### config.mk
export PLATFORM = sky130hd
export DESIGN_NAME = cfg_frame_parser_flat
export DESIGN_NICKNAME = d
export VERILOG_FILES = /design/src/rtl/cfg_pkg.sv /design/src/rtl/cfg_frame_parser_if.sv /design/src/rtl/cfg_timeout_cnt.sv /design/src/rtl/cfg_frame_parser.sv /design/src/flat_wrapper.sv
export SDC_FILE = /design/constraint.sdc
export NUM_CORES = 1
export LEC_CHECK = 0
export ABC_AREA = 1
export CORE_UTILIZATION = 57
export DETAILED_ROUTE_END_ITERATION = 7
export DONT_BUFFER_PORTS = 1
export PLACE_DENSITY = 0.75
export SLEW_MARGIN = 0
export SYNTH_ARGS = -nofsm -noshare
export SYNTH_HDL_FRONTEND = slang
export SYNTH_SLANG_ARGS = --single-unit
### constraint.sdc
create_clock -name clk -period 1.45 [get_ports clk]
set_input_delay 0.145 -clock clk [delete_from_list [all_inputs] [get_ports clk]]
set_output_delay 0.145 -clock clk [all_outputs]
set_load 0.02 [all_outputs]
### src/rtl/cfg_pkg.sv
// Shared frame-protocol constants and types for the host config path.
// Used by the frame parser and the UART-side helpers.
package cfg_pkg;

  localparam logic [7:0] HDR_BYTE  = 8'hA5;
  localparam logic [7:0] CMD_WRITE = 8'h01;
  localparam logic [7:0] CMD_START = 8'h02;

  typedef enum logic [1:0] {
    ERR_NONE    = 2'd0,
    ERR_CMDLEN  = 2'd1,
    ERR_CHK     = 2'd2,
    ERR_TIMEOUT = 2'd3
  } err_code_e;

  typedef enum logic [2:0] {
    S_IDLE,
    S_CMD,
    S_LEN,
    S_PAY,
    S_CHK
  } state_e;

  // A START frame carries no payload; WRITE may carry up to max_len bytes.
  function automatic logic cmd_len_ok(input logic [7:0] cmd,
                                      input logic [7:0] len,
                                      input int unsigned max_len);
    return (32'(len) <= max_len) &&
           ((cmd == CMD_WRITE) || ((cmd == CMD_START) && (len == 8'd0)));
  endfunction

endpackage

### src/rtl/cfg_frame_parser_if.sv
// Byte-in / RAM-write-out bundle of the frame parser.
// master = host/receiver side, slave = parser side.
interface cfg_frame_parser_if #(
  parameter int unsigned ADDR_W = 8
);
  logic [7:0]        rx_data;
  logic              rx_valid;
  logic              wr;
  logic [ADDR_W-1:0] wr_addr;
  logic [7:0]        wr_data;
  logic              cfg_commit;
  logic              pc_start;
  logic              frame_err;
  logic [1:0]        err_code;
  logic              busy;

  modport master (
    output rx_data, rx_valid,
    input  wr, wr_addr, wr_data, cfg_commit, pc_start, frame_err, err_code, busy
  );

  modport slave (
    input  rx_data, rx_valid,
    output wr, wr_addr, wr_data, cfg_commit, pc_start, frame_err, err_code, busy
  );
endinterface

### src/rtl/cfg_timeout_cnt.sv
// Idle-cycle counter with clear/load/count and a terminal flag.
// done_c is high on the cycle whose count would reach LIMIT.
module cfg_timeout_cnt #(
  parameter  int unsigned LIMIT = 50000,
  localparam int unsigned W     = $clog2(LIMIT + 1)
) (
  input  logic         clk,
  input  logic         rst_n,
  input  logic         clr,
  input  logic         load,
  input  logic [W-1:0] load_val,
  input  logic         en,
  output logic         done_c
);

  logic [W-1:0] cnt;

  assign done_c = en && (cnt == W'(LIMIT - 1));

  // Holds at the terminal value until cleared.
  always_ff @(posedge clk or negedge rst_n) begin
    if (!rst_n) begin
      cnt <= '0;
    end else if (clr) begin
      cnt <= '0;
    end else if (load) begin
      cnt <= load_val;
    end else if (en && !done_c) begin
      cnt <= cnt + W'(1);
    end
  end

endmodule

### src/rtl/cfg_frame_parser.sv
// Host frame parser: HDR CMD LEN PAYLOAD[LEN] CHK, streams WRITE payloads to
// the config RAM and raises commit/start/error strobes one clock after CHK.
module cfg_frame_parser
  import cfg_pkg::*;
#(
  parameter int unsigned MAX_LEN     = 200,
  parameter int unsigned ADDR_W      = 8,
  parameter int unsigned TIMEOUT_CYC = 50000
) (
  input logic               clk,
  input logic               rst_n,
  cfg_frame_parser_if.slave bus
);

  localparam int unsigned IDX_W = ADDR_W + 1;

  state_e            state;
  logic [7:0]        cmd;
  logic [7:0]        len;
  logic [7:0]        chk;
  logic [IDX_W-1:0]  idx;
  logic [IDX_W-1:0]  idx_inc_c;

  logic              wr;
  logic [ADDR_W-1:0] wr_addr;
  logic [7:0]        wr_data;
  logic              cfg_commit;
  logic              pc_start;
  logic              frame_err;
  err_code_e         err_code;
  logic              busy;
  logic              tmo_c;

  assign idx_inc_c = idx + IDX_W'(1);

  cfg_timeout_cnt #(
    .LIMIT (TIMEOUT_CYC)
  ) u_tmo (
    .clk      (clk),
    .rst_n    (rst_n),
    .clr      (bus.rx_valid || (state == S_IDLE)),
    .load     (1'b0),
    .load_val ('0),
    .en       (state != S_IDLE),
    .done_c   (tmo_c)
  );

  // Frame FSM; a byte arriving on the timeout cycle takes priority.
  always_ff @(posedge clk or negedge rst_n) begin
    if (!rst_n) begin
      state      <= S_IDLE;
      cmd        <= '0;
      len        <= '0;
      chk        <= '0;
      idx        <= '0;
      wr         <= 1'b0;
      wr_addr    <= '0;
      wr_data    <= '0;
      cfg_commit <= 1'b0;
      pc_start   <= 1'b0;
      frame_err  <= 1'b0;
      err_code   <= ERR_NONE;
      busy       <= 1'b0;
    end else begin
      wr         <= 1'b0;
      cfg_commit <= 1'b0;
      pc_start   <= 1'b0;
      frame_err  <= 1'b0;
      if (bus.rx_valid) begin
        case (state)
          S_IDLE: begin
            if (bus.rx_data == HDR_BYTE) begin
              state <= S_CMD;
              busy  <= 1'b1;
            end
          end
          S_CMD: begin
            cmd   <= bus.rx_data;
            chk   <= bus.rx_data;
            state <= S_LEN;
          end
          S_LEN: begin
            len <= bus.rx_data;
            chk <= chk ^ bus.rx_data;
            idx <= '0;
            if (!cmd_len_ok(cmd, bus.rx_data, MAX_LEN)) begin
              frame_err <= 1'b1;
              err_code  <= ERR_CMDLEN;
              state     <= S_IDLE;
              busy      <= 1'b0;
            end else if (bus.rx_data == 8'd0) begin
              state <= S_CHK;
            end else begin
              state <= S_PAY;
            end
          end
          S_PAY: begin
            wr      <= 1'b1;
            wr_addr <= idx[ADDR_W-1:0];
            wr_data <= bus.rx_data;
            chk     <= chk ^ bus.rx_data;
            idx     <= idx_inc_c;
            if (idx_inc_c == IDX_W'(len)) begin
              state <= S_CHK;
            end
          end
          S_CHK: begin
            state <= S_IDLE;
            busy  <= 1'b0;
            if (bus.rx_data == chk) begin
              if (cmd == CMD_START) begin
                pc_start <= 1'b1;
              end else begin
                cfg_commit <= 1'b1;
              end
            end else begin
              frame_err <= 1'b1;
              err_code  <= ERR_CHK;
            end
          end
          default: begin
            state <= S_IDLE;
            busy  <= 1'b0;
          end
        endcase
      end else if (tmo_c) begin
        frame_err <= 1'b1;
        err_code  <= ERR_TIMEOUT;
        state     <= S_IDLE;
        busy      <= 1'b0;
      end
    end
  end

  assign bus.wr         = wr;
  assign bus.wr_addr    = wr_addr;
  assign bus.wr_data    = wr_data;
  assign bus.cfg_commit = cfg_commit;
  assign bus.pc_start   = pc_start;
  assign bus.frame_err  = frame_err;
  assign bus.err_code   = err_code;
  assign bus.busy       = busy;

endmodule
### src/flat_wrapper.sv
// flat-port wrapper written by rule: the top's interface ports become plain ports
module cfg_frame_parser_flat import cfg_pkg::*;
#(
  parameter int unsigned MAX_LEN     = 200,
  parameter int unsigned ADDR_W      = 8,
  parameter int unsigned TIMEOUT_CYC = 50000
)
  (clk, rst_n, bus_rx_data, bus_rx_valid, bus_wr, bus_wr_addr, bus_wr_data, bus_cfg_commit, bus_pc_start, bus_frame_err, bus_err_code, bus_busy);
  cfg_frame_parser_if #(.ADDR_W(ADDR_W)) bus_i ();
  input logic clk;
  input logic rst_n;
  input wire logic [$bits(bus_i.rx_data)-1:0] bus_rx_data;
  input wire logic [$bits(bus_i.rx_valid)-1:0] bus_rx_valid;
  output wire logic [$bits(bus_i.wr)-1:0] bus_wr;
  output wire logic [$bits(bus_i.wr_addr)-1:0] bus_wr_addr;
  output wire logic [$bits(bus_i.wr_data)-1:0] bus_wr_data;
  output wire logic [$bits(bus_i.cfg_commit)-1:0] bus_cfg_commit;
  output wire logic [$bits(bus_i.pc_start)-1:0] bus_pc_start;
  output wire logic [$bits(bus_i.frame_err)-1:0] bus_frame_err;
  output wire logic [$bits(bus_i.err_code)-1:0] bus_err_code;
  output wire logic [$bits(bus_i.busy)-1:0] bus_busy;
  assign bus_i.rx_data = bus_rx_data;
  assign bus_i.rx_valid = bus_rx_valid;
  assign bus_wr = bus_i.wr;
  assign bus_wr_addr = bus_i.wr_addr;
  assign bus_wr_data = bus_i.wr_data;
  assign bus_cfg_commit = bus_i.cfg_commit;
  assign bus_pc_start = bus_i.pc_start;
  assign bus_frame_err = bus_i.frame_err;
  assign bus_err_code = bus_i.err_code;
  assign bus_busy = bus_i.busy;
  cfg_frame_parser #(.MAX_LEN(MAX_LEN), .ADDR_W(ADDR_W), .TIMEOUT_CYC(TIMEOUT_CYC)) u_core (.clk(clk), .rst_n(rst_n), .bus(bus_i));
endmodule
==> results of run 1 <==
[logic make-up after synthesis]
| logic type | synth area share [%] |
|---|---|
| buffers and inverters | 7.40 |
| xor gates and xnor gates | 4.96 |
| DFF | 50.7 |
| muxes | 0.270 |
| and+or+nand+nor | 26.2 |
| AOI/OAI and AO/OA | 9.86 |
| adders and majority gates | 0.675 |
[power by group through the flow]
stage | Clock, mW | Sequential [mW] | Combinational, mW
floorplan | 0 | 3.54 | 1.63
global placement | 0 | 3.60 | 2.28
detailed placement | 0 | 3.64 | 2.38
CTS | 1.72 | 3.60 | 2.47
global route | 1.80 | 3.69 | 3.23
finish | 1.69 | 3.62 | 2.90
[final cells by class]
class	count	area (sq um)
inverters	62	240
fillers	408	1450
multi-input cells	317	1790
repair buffers	71	644
well taps	77	96.3
clock buffers	11	151
flip-flops and latches	75	1880
clock inverters	5	61.3
[synthesized netlist by cell type (2+ instances only)]
master / number
nor3_1: 9
nand2_1: 120
ha_1: 2
a21oi_1: 10
buf_6: 2
xnor2_1: 12
nand4_1: 9
nor2_1: 50
nor2_4: 3
o21ai_2: 3
buf_2: 3
xor2_1: 9
o21ai_0: 43
o22ai_1: 6
dfrtp_1: 75
nand3_1: 30
inv_1: 60
inv_2: 2
[registers in the layout, summed over array words and instances, names as in the netlist, 2 cells and up]
name,flops
u_core.bus.err_code,2
u_core.bus.wr_addr,8
u_core.bus.wr_data,8
u_core.chk,8
u_core.cmd,8
u_core.idx,9
u_core.len,8
u_core.state,3
u_core.u_tmo.cnt,16
[what timing repair did]
action / in CTS / in global routing
cloned: 0 / 3
buffers inserted: 3 / 10
hold endpoints to repair: 89 / 80
hold buffers: 6 / 1
setup endpoints to repair: 16 / 65
pin swaps: 4 / 21
gates resized for setup: 11 / 71
[worst max-delay path: cells and delay by family, from the launching register on]
kind          cells  cell delay, ps
buf+inv           1              70
simple gates     11            1050
flops             1             410
fa+ha+maj         1             230
[worst max-delay path by stage]
stage                      endpoint  slack (ps)  cells past startpoint
floorplan           u_core.state[0]         -20                     12
global placement    u_core.state[1]        -120                     12
detailed placement  u_core.state[2]        -210                     11
CTS                 u_core.state[0]        -130                     13
global route        u_core.state[2]        -490                     13
finish              u_core.state[2]        -370                     13
[metal layers]
layer	wire, um	vias to the layer above	share of wire [%]	track usage, %
met5	0	-	0	0
met4	282	0	2.9	12.4
met3	568	30	5.8	5.82
met2	4850	146	50	42.9
met1	4080	1660	42	35.4
li1	-	1625	-	-
[stage by stage]
step / cell area, sq um / power, mW / utilization [%]
global placement: 4180 / 5.88 / 66.3
finish: 4860 / 8.22 / 77.0
CTS: 4520 / 7.79 / 71.5
detailed placement: 4180 / 6.02 / 66.3
global route: 4860 / 8.72 / 77.0
floorplan: 3730 / 5.17 / -
==> impl_metrics.tcl, run 1 <==
set metrics [dict create \
    avgRoutedWirePerCell_um 15.8 \
    grt_pass1_vias 3024 \
    final_common_cell "nand2_1" \
    dieArea_sq_mm 0.00683 \
    dp_cells 581 \
    worstReg2RegEnd "u_core.state[2]" \
    tns_ps -3890 \
    dp_hpwl_um 5960 \
    gr-total-overflow 0 \
    synth_seq_cells 75 \
    tightest_slew_ps 324 \
    cp_slowest_cell "dfrtp_1" \
    p_sw_share_pct 39.2 \
    yosysWarnings 0 \
    skew_ps 5.96 \
    violations "negative hold slack, negative setup slack" \
    r2r_cells 13 \
    cp.required_ps 1740 \
    grt_first_pass_wirelength_um 13600 \
    layout_common_cells "111 x nand2_1, 73 x dfrtp_1, 51 x inv_1, 51 x buf_4, 41 x nor2_1" \
    io_pins 34 \
    startpoint "u_core.u_tmo.cnt[0]" \
    slew_violations 0 \
    combPwrFrac_pct 35.3 \
    die_h_um 82.6 \
    antenna_cells 0 \
    nets 549 \
    io_buffer_count 0 \
    clock-sinks 75 \
    regToRegSetupSlack_ps -370 \
    hold_ws_ps -522 \
    pre_cts_ws_ps -206 \
    wl_um 9780 \
    instances_no_fill 618 \
    layout_setup_ws_ps -366 \
    worstPathArrival_ps 2110 \
    clk_pin_slew_ps 80 \
    seq_power_share_pct 44.1 \
    setup_violations 31 \
    drive_above_1_share_pct 26.6 \
    synth_cell_types 30 \
    p_int_mw 4.99 \
    cp-start-kind "flip-flop" \
    core_sq_mm 0.00631 \
    root_buffer "clkbuf_8" \
    critPathMaxStageDelay_ps 410 \
    timing.rr.start "u_core.u_tmo.cnt[0]" \
    drv_cap 0 \
    netlist_area_sq_mm 0.00370 \
    post-route-period-util_pct 125 \
    yosys_most_used_dff "dfrtp_1" \
    yosysSeqAreaShare_pct 50.7 \
    start_util_pct 58.7 \
    clk_latency_ps 360 \
    synth_top_area_cell "dfrtp_1" \
    vias_per_cell 5.60 \
    firstDrtPassIters 5 \
    routed-via-count 3461 \
    netlist_instances 460 \
    cts_tree "yes" \
    numCtsBuffers 9 \
    rsz0062_at_grt "yes" \
    clock_path_buffers 2 \
    drc_errors 0 \
    synthTopCellsByArea "dfrtp_1 51%, nand2_1 12%, inv_1 6.1%, o21ai_0 5.8%, nor2_1 5.1%" \
    power_density_mw_per_mm2 1690 \
    area_delta_synth_final_pct 31.2 \
    hold_class "in -> async" \
    path_max_fanout 4 \
    switching_power_mw 3.22 \
    synth_edf_count 0 \
    leakage_nw 2.32 \
    syn-num-nets 473 \
    drtAntennaViolNets 0 \
    clkPwrFrac_pct 20.6 \
    crit_type "reg -> reg" \
    finalHoldViolCount 77 \
    gp_congestion 0.880 \
    crit_top_cell "nand2_1" \
    first_iter_violations 251 \
    cp_cell_sequence "ha_2 > nand2_2 > inv_2 > nand2_2 > nor2_2 > nand3_1 > nand2_1 > nand2_1 > nor2_2 > nand3_2 > nand2_1 > nand2_1 > nand2_1" \
    cts_max_level 3 \
    row_count 29 \
    max_freq_mhz 551 \
    grt_max_degree 76 \
    syn_area_per_cell_sq_um 8.05 \
    cp-end-kind "flip-flop" \
    synth-async-reset-ratio_pct 100 \
    post-route-min-period_ps 1820 \
    antenna_found_initial 0 \
    status "finished with violations" \
    synth_top_area_share_pct 50.7 \
    grt_usage_pct 27.0 \
    slew_headroom_pct 78.2 \
    vdd_drop_max_mv 1.05 \
    die_x_um 82.6 \
]
Note: power is estimated with default switching activity, not from simulation.
==> run 2, diff against run 1 <==
GPL_TIMING_DRIVEN = 0   (was default)
SETUP_SLACK_MARGIN = 0.4   (was default)
==> run 2 against run 1 <==
Net effect:
- the flow still finishes with violations (negative hold slack, negative setup slack)
- sequential share of layout area shrank 3.2 points
- sequential power grew 4%
- clock-buffer cell count shrank 2
- critical endpoint unchanged
==> impl_metrics.tcl, run 2 (synthesis gave the netlist of run 1 again) <==
set metrics [dict create \
    status "finished with violations" \
    violations "negative hold slack, negative setup slack" \
    cts-hold-fix-buffers 7 \
    nets 554 \
    wl_um 12900 \
    routed-via-count 3946 \
    cp_cell_sequence "buf_4 > nand3_1 > nor2_1 > nand2_1 > nand3_1 > nand2_1 > nor2_2 > nand3_2 > nand3_1 > nand2_1" \
    reg.largest.list "u_core.u_tmo.cnt (16), u_core.idx (9)" \
    core_sq_mm 0.00631 \
    numCtsBuffers 9 \
    cp.required_ps 1690 \
    drc_errors 0 \
    cts_max_level 3 \
    grt_max_degree 76 \
    finalHoldViolCount 75 \
    largest_reg_flops 16 \
    cp_num_buf_inv 1 \
    r2r_cells 10 \
    worstPathArrival_ps 2260 \
    clock-sinks 75 \
    worstReg2RegEnd "u_core.state[2]" \
    drive_above_1_share_pct 39.9 \
    critPathMaxStageDelay_ps 440 \
    grt_usage_pct 32.5 \
    cp_num_cells 10 \
    gr-total-overflow 0 \
    cts_tree "yes" \
    instances_no_fill 623 \
    drtAntennaViolNets 0 \
    grt_first_pass_wirelength_um 16000 \
    cp_slowest_cell "dfrtp_2" \
    grt_pass1_vias 3395 \
    layout_common_cells "80 x nand2_1, 70 x dfrtp_1, 41 x inv_1" \
    post-route-min-period_ps 2010 \
    drv_cap 0 \
    root_buffer "clkbuf_8" \
    firstDrtPassIters 5 \
    crit_type "reg -> reg" \
    io_pins 34 \
    cp-start-kind "flip-flop" \
    clock_path_buffers 2 \
    regMostFlops "u_core.u_tmo.cnt" \
    tightest_slew_ps 409 \
    row_count 29 \
    dieArea_sq_mm 0.00683 \
    finish.utilization_pct 84.0 \
    cp-end-kind "flip-flop" \
    die_x_um 82.6 \
    final_common_cell "nand2_1" \
    slew_headroom_pct 72.7 \
    leakage_nw 2.48 \
    setup_violations 64 \
    path_delay_family "simple AND/OR/NAND/NOR gates" \
    vias_per_cell 6.33 \
    timing.rr.start "u_core.idx[0]" \
    hold_ws_ps -535 \
    dp_cells 537 \
    layout_setup_ws_ps -564 \
    dp_hpwl_um 5560 \
    slew_violations 0 \
    start_util_pct 58.7 \
    area_delta_synth_final_pct 43.2 \
    clk_pin_slew_ps 90 \
    antenna_cells 0 \
    skew_ps 11.9 \
    clk_latency_ps 370 \
    io_buffer_count 0 \
    avgRoutedWirePerCell_um 20.8 \
    post-route-period-util_pct 139 \
    max_freq_mhz 497 \
    first_iter_violations 489 \
    path_max_fanout 4 \
    hold_class "in -> async" \
    die_h_um 82.6 \
    gp_congestion 0.843 \
    antenna_found_initial 0 \
    regToRegSetupSlack_ps -560 \
    power_density_mw_per_mm2 1740 \
    rsz0062_at_grt "yes" \
    vdd_drop_max_mv 1.17 \
]
==> run 2: cell count changes in the layout (fill, tap and decap cells not counted), sizes merged <==
cell	delta
buf	+6
clkbuf	-3
inv	+2
bufinv	+1
clkinvlp	-1
==> run 2: power breakdown <==
group          total, mW  leakage (nW)  switching (mW)  internal (mW)
Sequential          3.76         0.973           0.966           2.80
Combinational       3.58          1.40            1.98           1.60
Clock               1.87         0.106           0.888          0.980
Total               9.21          2.48            3.83           5.38
==> run 2: area by class of cell <==
| type | instances | area (sq um) |
|---|---|---|
| buffer | 6 | 85.1 |
| clock buffer | 9 | 124 |
| clock inverter | 7 | 101 |
| fill | 298 | 1010 |
| inverter | 62 | 250 |
| multi-input combinational | 317 | 2070 |
| sequential | 75 | 1880 |
| tap | 77 | 96.3 |
| timing repair buffer | 70 | 701 |
==> run 2: timing repair <==
action                                  4_1_cts  5_1_grt
endpoints found under the hold margin        86       75
resized for setup                            97       91
endpoints found under the setup margin       75       75
pin swaps                                    23       36
buffers inserted                             38       20
cloned                                        5        0
==> run 2: worst max-delay path by stage <==
stage / end / from / slack (ps)
after floorplan: u_core.state[0] / u_core.u_tmo.cnt[0] / -20
after global routing: u_core.state[2] / u_core.idx[0] / -610
after CTS: u_core.state[0] / u_core.idx[1] / -190
after detailed placement: u_core.state[0] / u_core.u_tmo.cnt[1] / -280
final: u_core.state[2] / u_core.idx[0] / -560
after global placement: u_core.state[0] / u_core.u_tmo.cnt[1] / -240
==> run 2: per-layer routing <==
metal	up-vias	share of wire, %	track usage, %
met5	-	0	0
met3	114	10	7.36
met1	1888	36	38.8
li1	1637	-	-
met2	307	47	54.1
met4	0	7.1	18.1
==> run 2: per-stage QoR <==
step	setup TNS, ps	power [mW]	instance area, sq um	worst slack (ps)
6_report	-7930	9.21	5310	-564
5_1_grt	-13170	9.58	5310	-613
4_1_cts	-861	8.33	4850	-195
3_5_place_dp	-3150	5.75	3880	-284
3_3_place_gp	-1820	5.64	3880	-237
2_1_floorplan	-58.5	5.26	3780	-20.6
==> run 3, diff against run 2 <==
SKIP_CTS_REPAIR_TIMING = 1   (was default)
==> run 3 against run 2 <==
Net effect:
- sequential share of layout area is 7.4 points higher
- the run still ends with negative hold slack, negative setup slack left
- clock skew is 2.5 ps lower
- hold slack better by 6.6 ps
- largest power group unchanged
- non-clock buffer count is 52 lower
- core utilization is 15 points lower
==> impl_metrics.tcl, run 3 (synthesis gave the netlist of run 1 again) <==
set metrics [dict create \
    clk_latency_ps 360 \
    drv_cap 0 \
    dieArea_sq_mm 0.00683 \
    avgRoutedWirePerCell_um 14.8 \
    tns_ps -5300 \
    layout_common_cells "112 x nand2_1, 71 x dfrtp_1, 52 x inv_1" \
    drc_errors 0 \
    row_count 29 \
    root_buffer "clkbuf_8" \
    rsz0062_at_grt "yes" \
    clock-sinks 75 \
    power_density_mw_per_mm2 1790 \
    io_buffer_count 0 \
    hold_ws_ps -529 \
    clkPwrFrac_pct 23.2 \
    leakage_nw 2.05 \
    cp_num_buf_inv 1 \
    multi_input_area_sq_mm 0.00173 \
    wl_um 8420 \
    cp_slowest_cell "dfrtp_1" \
    cp-start-kind "flip-flop" \
    hold_class "in -> async" \
    layout_setup_ws_ps -261 \
    core_sq_mm 0.00631 \
    antenna_found_initial 0 \
    status "finished with violations" \
    timing.rr.start "u_core.u_tmo.cnt[1]" \
    clock_path_buffers 2 \
    dp_hpwl_um 5560 \
    cp-end-kind "flip-flop" \
    slew_headroom_pct 77.4 \
    largest_reg_flops 16 \
    vdd_drop_max_mv 1.24 \
    skew_ps 9.43 \
    instances_no_fill 571 \
    setup_violations 42 \
    vias_per_cell 5.47 \
    final_common_cell "nand2_1" \
    p_total_mw 7.85 \
    slew_violations 0 \
    post-route-min-period_ps 1710 \
    start_util_pct 58.7 \
    die_x_um 82.6 \
    gr-total-overflow 0 \
    first_iter_violations 248 \
    numCtsBuffers 9 \
    grt_pass1_vias 2730 \
    gp_congestion 0.843 \
    routed-via-count 3124 \
    cts_max_level 3 \
    firstDrtPassIters 5 \
    grt_max_degree 76 \
    violations "negative hold slack, negative setup slack" \
    cp_cell_sequence "ha_4 > nand2_2 > inv_2 > nand2_2 > nor2_4 > nand3_2 > nand2_2 > nand2_2 > nor2_2 > nand3_2 > nand2_2 > nand2_1 > nand2_1" \
    crit_type "reg -> reg" \
    area_delta_synth_final_pct 18.4 \
    tightest_slew_ps 336 \
    critPathMaxStageDelay_ps 470 \
    drtAntennaViolNets 0 \
    io_pins 34 \
    seq_power_share_pct 46.6 \
    cp.required_ps 1750 \
    p_sw_share_pct 39.0 \
    cts_tree "yes" \
    combPwrFrac_pct 30.2 \
    startpoint "u_core.u_tmo.cnt[1]" \
    crit_top_cell "nand2_2" \
    max_freq_mhz 584 \
    path_delay_family "simple AND/OR/NAND/NOR gates" \
    dp_cells 537 \
    p_int_mw 4.79 \
    grt_first_pass_wirelength_um 12600 \
    post-route-period-util_pct 118 \
    die_h_um 82.6 \
    grt_usage_pct 25.1 \
    drive_above_1_share_pct 17.2 \
    reg.largest.list "u_core.u_tmo.cnt (16), u_core.idx (9)" \
    seq_area_sq_mm 0.00188 \
    regToRegSetupSlack_ps -260 \
    worstPathArrival_ps 2010 \
    path_max_fanout 4 \
    nFillCells 493 \
    switching_power_mw 3.06 \
    antenna_cells 0 \
    nets 502 \
    clk_pin_slew_ps 90 \
    finalHoldViolCount 76 \
    regMostFlops "u_core.u_tmo.cnt" \
]
-- run 3: power groups by stage --
stage | registers [mW] | clock network [mW] | logic [mW]
floorplan | 3.54 | 0 | 1.71
global placement | 3.64 | 0 | 2.00
detailed placement | 3.67 | 0 | 2.08
CTS | 3.63 | 1.83 | 2.10
global route | 3.74 | 1.91 | 2.70
finish | 3.66 | 1.82 | 2.37
-- run 3: worst paths after layout --
path	cells past startpoint	to
max reg2reg	13	u_core.state[0]
min in group clk	3	u_core.bus.err_code[0]
max	13	u_core.state[0]
min	0	u_core.u_tmo.cnt[5]
max in group asynchronous	0	u_core.bus.cfg_commit
min reg2reg	1	u_core.u_tmo.cnt[15]
-- run 3: worst register-to-register path, delay by kind of cell, from the launching register on --
family	cells	cell delay (ps)
buffers and inverters	1	60
AND/OR/NAND/NOR	11	920
flip-flops	1	470
adder cells (fa/ha/maj)	1	200
-- run 3: area by class of cell --
| class | instances | area share (%) |
|---|---|---|
| Multi-Input combinational cell | 317 | 39.5 |
| Tap cell | 77 | 2.20 |
| Inverter | 62 | 5.31 |
| Sequential cell | 75 | 42.9 |
| Clock inverter | 7 | 2.31 |
| Buffer | 6 | 1.51 |
| Clock buffer | 9 | 2.82 |
| Timing Repair Buffer | 18 | 3.48 |
-- run 3: stage by stage --
stage               setup WS, ps  instance area [sq um]  utilization (%)
global placement            -237                   3880             61.5
detailed placement          -284                   3880             61.5
finish                      -261                   4390             69.5
global route                -351                   4390             69.5
CTS                         -298                   4110             65.0
floorplan                  -20.6                   3780                -
-- run 3: metal layers --
layer  global-route usage, %  vias to the layer above  part of all wire, %
met5                       0                        -                    0
met2                    38.4                       72                   47
met4                    11.9                        0                  2.4
met1                    33.5                     1506                   45
li1                        -                     1530                    -
met3                    6.15                       16                  4.9
==> variant 1 (config.mk and constraints of run 2) <==
`ADDR_W` is set to 8 in 3 places; all go to 7.
--- a/src/rtl/cfg_frame_parser_if.sv
+++ b/src/rtl/cfg_frame_parser_if.sv
@@ -2,5 +2,5 @@
 // master = host/receiver side, slave = parser side.
 interface cfg_frame_parser_if #(
-  parameter int unsigned ADDR_W = 8
+  parameter int unsigned ADDR_W = 7
 );
   logic [7:0]        rx_data;
--- a/src/rtl/cfg_frame_parser.sv
+++ b/src/rtl/cfg_frame_parser.sv
@@ -5,5 +5,5 @@
 #(
   parameter int unsigned MAX_LEN     = 200,
-  parameter int unsigned ADDR_W      = 8,
+  parameter int unsigned ADDR_W      = 7,
   parameter int unsigned TIMEOUT_CYC = 50000
 ) (
--- a/src/flat_wrapper.sv
+++ b/src/flat_wrapper.sv
@@ -3,5 +3,5 @@
 #(
   parameter int unsigned MAX_LEN     = 200,
-  parameter int unsigned ADDR_W      = 8,
+  parameter int unsigned ADDR_W      = 7,
   parameter int unsigned TIMEOUT_CYC = 50000
 )
Interface: changed (resized bus_wr_addr); port bits go from 34 to 33. No check against the original RTL was run, so the function may have changed too.
==> variant 1 against run 2 <==
The flow still finishes with violations (negative hold slack, negative setup slack); cell area is 3.7% lower; setup slack better by 0.20 ns; area after synthesis is 0.34% higher; wire length is 7.8% lower; first-iteration DRC count is 31% lower; sequential cell count is 2 lower; synthesized cell count is 0.43% lower; power is 7.2% lower; utilization is 3.2 points lower; critical path type unchanged.
==> variant 1: results <==
group,metric,value,unit
timing,finalClockSkew,0.00941,ns
logic_synthesis,synth-compound-area-share,9.86,%
logic_synthesis,avgSynthCellArea,8.12,um^2
cells_and_area,bufAreaShareNonClock,12.0,%
worst_setup_path,r2r-start,"u_core.state[0]",
status,violations,"negative hold slack, negative setup slack",
drt,avgViaCountPerCell,6.12,
timing,timing.hold.ws,-0.531,ns
logic_synthesis,synth.distinct_cells,35,
drt,wl,11.9,mm
cells_and_area,final_layout_size_suffix_gt1_share,37.5,%
timing,finalSetupViolCount,23,
timing,finalHoldViolCount,73,
status,outcome,"finished, violations left",
global_route,grt_usage,29.3,%
logic_synthesis,synthMuxAreaShare,0,%
logic_synthesis,synth_commonest_cells,"nand2_1 (115), dfrtp_1 (73), inv_1 (54), nor2_1 (39), nand3_1 (32)",
cells_and_area,nClkBuffers,10,
global_route,grt_pass1_vias,3173,
timing,fin_ws,-0.360,ns
logic_synthesis,synth_xor_area_share,4.71,%
cells_and_area,multi_input_area_share,41.2,%
worst_setup_path,arrival,2.05,ns
cts,cts.sinks,73,
placed_design,placed_area,3880,um^2
cells_and_area,clock_cell_area_share,4.48,%
timing,tightest_slew,0.393,ns
global_route,grt_max_degree,74,
power_and_ir_drop,peakVddDrop,0.00118,V
cells_and_area,n_all_buffers,65,
drt,drt_iter0_markers,338,
cells_and_area,fillers,360,
## variant 1: changes by cell type in the layout (fill, tap and decap cells not counted), moves of 4 or more
| cell | change |
|---|---|
| nor2_1 | -11 |
| nor2_4 | +8 |
| buf_6 | -6 |
| inv_4 | -6 |
| nand3_1 | +6 |
| inv_1 | +5 |
| nand2_2 | -5 |
| o21ai_0 | +4 |
| o21ai_1 | -4 |
| o22ai_2 | -4 |
## variant 1: critical path, stage by stage, from the launching register on
cell	delay [ns]
dfrtp_1	0.43
inv_2	0.09
nand2_2	0.09
nor2_2	0.25
nand2_1	0.20
a21oi_1	0.34
a21oi_4	0.10
nand3_1	0.13
nand2_1	0.07
## variant 1: metrics by stage
| step | setup slack [ns] | total power [uW] | TNS (ns) |
|---|---|---|---|
| floorplan | -0.0261 | 4930 | -0.0944 |
| global placement | -0.205 | 5270 | -2.65 |
| detailed placement | -0.257 | 5340 | -3.72 |
| finish | -0.360 | 8550 | -3.92 |
| global route | -0.440 | 8910 | -5.19 |
| CTS | -0.197 | 7680 | -1.00 |
## variant 1: where the power goes
part / leakage (uW) / switching [uW] / total (uW) / internal, uW
combinational: 0.00122 / 1750 / 3140 / 1380
clock: 0.000105 / 846 / 1860 / 1020
sequential: 0.000947 / 865 / 3550 / 2680
## variant 1: metal layers
layer | routed length, um | vias to the layer above | track usage (%) | share of wire [%]
met5 | 0 | - | 0 | 0
met4 | 684 | 0 | 13.1 | 5.7
met3 | 883 | 69 | 7.03 | 7.4
met2 | 5870 | 239 | 45.3 | 49
met1 | 4490 | 1818 | 38.8 | 38
li1 | - | 1608 | - | -
## variant 1: repair_timing
action	4_1_cts	5_1_grt
hold buffers	8	1
cloned	3	1
setup buffers	27	19
pin swaps	24	22
gates resized for setup	70	79
endpoints found under the setup margin	73	73
endpoints found under the hold margin	97	77
==> variant 2 (settings of run 2) <==
Made on the original files. Reset style: synchronous (`rst_n`), changed in 2 clocked blocks.
--- a/src/rtl/cfg_timeout_cnt.sv
+++ b/src/rtl/cfg_timeout_cnt.sv
@@ -19,5 +19,5 @@
 
   // Holds at the terminal value until cleared.
-  always_ff @(posedge clk or negedge rst_n) begin
+  always_ff @(posedge clk) begin
     if (!rst_n) begin
       cnt <= '0;
--- a/src/rtl/cfg_frame_parser.sv
+++ b/src/rtl/cfg_frame_parser.sv
@@ -47,5 +47,5 @@
 
   // Frame FSM; a byte arriving on the timeout cycle takes priority.
-  always_ff @(posedge clk or negedge rst_n) begin
+  always_ff @(posedge clk) begin
     if (!rst_n) begin
       state      <= S_IDLE;
Behaviour: differs if rst_n is asserted again (counterexample within 4 cycles, from zero or initial values and one cycle with rst_n low); with rst_n held inactive, the same outputs for 4 cycles.
==> variant 2 against run 2 <==
The run ends with negative setup slack left; area after synthesis is 0.74% higher; final cell count is 8.8% higher; wire length is 11% higher; sequential cell count stayed put; critical path depth is 2 higher; clock skew is 0.0039 ns higher; critical endpoint is now u_core.state[0]; via count is 12% higher; hold slack better by 0.59 ns; sequential share of layout area is 7.4 points lower; critical path type unchanged; cell area is 3.8% higher; setup slack better by 0.019 ns.
Power is not compared: it rests on default switching activity, and its combinational part moved more than twofold at a synthesized area within 25%.
==> variant 2: results <==
group,metric,value,unit
status,outcome,"finished, violations left",
status,violations,"negative setup slack",
logic_synthesis,async_flop_share,0,%
worst_setup_path,slowest_stage,"dfxtp_4",
global_route,grt_max_degree,14,
placed_design,placed_area,4000,um^2
cells_and_area,final_layout_size_suffix_gt1_share,42.3,%
drt,wl_met1,5.31,mm
cts,cts.repair.resized,53,
logic_synthesis,synth.distinct_cells,33,
worst_setup_path,critPathMaxFanout,6,
timing,timing.hold.ws,0.0591,ns
logic_synthesis,syn_nets,540,
timing,tightest_slew,0.712,ns
logic_synthesis,synth_seq_area_share,40.2,%
global_route,grt_pass1_vias,3521,
global_route,grt.met1_usage,37.6,%
logic_synthesis,synth_commonest_cells,"nand2_1 (92), dfxtp_1 (75), nor2_1 (57), o21ai_0 (57), a21oi_1 (49)",
logic_synthesis,avgSynthCellArea,7.08,um^2
timing,finalSetupViolCount,29,
cells_and_area,multi_input_area,2600,um^2
placed_design,dp_hpwl,6.51,mm
global_route,grt_pass1_wl,16.5,mm
global_route,grt_usage,29.4,%
worst_setup_path,crit_start,"u_core.idx[1]",
timing,finalClockSkew,0.0158,ns
drt,avgViaCountPerCell,6.52,
cts,cts_setup_buffers,18,
logic_synthesis,synthFlopType,"dfxtp_1",
drt,wl,14.4,mm
global_route,grt_util_met3,4.57,%
timing,fin_ws,-0.544,ns
placed_design,place_congestion,0.938,
## variant 2: cell types whose count changed after synthesis, sizes merged, moves of 11 or more
cell / before / now
dfrtp: 75 / 0
dfxtp: 0 / 75
a21oi: 10 / 51
nand2: 120 / 95
nand3: 30 / 50
nor2: 54 / 66
o21ai: 47 / 58
## variant 2: final cells by class
class / count / area share [%]
Multi-Input combinational cell: 380 / 47.1
Sequential cell: 75 / 28.1
Timing Repair Buffer: 59 / 11.9
Inverter: 54 / 4.25
Buffer: 18 / 2.95
Clock buffer: 9 / 2.25
Tap cell: 77 / 1.75
Clock inverter: 6 / 1.61
## variant 2: cells by family after synthesis
logic type                 share of synthesized area (%)
AOI/OAI and AO/OA                                   16.2
xor gates and xnor gates                            4.39
adders and majority gates                          0.670
buffers and inverters                               7.61
DFF                                                 40.2
and+or+nand+nor                                     30.9
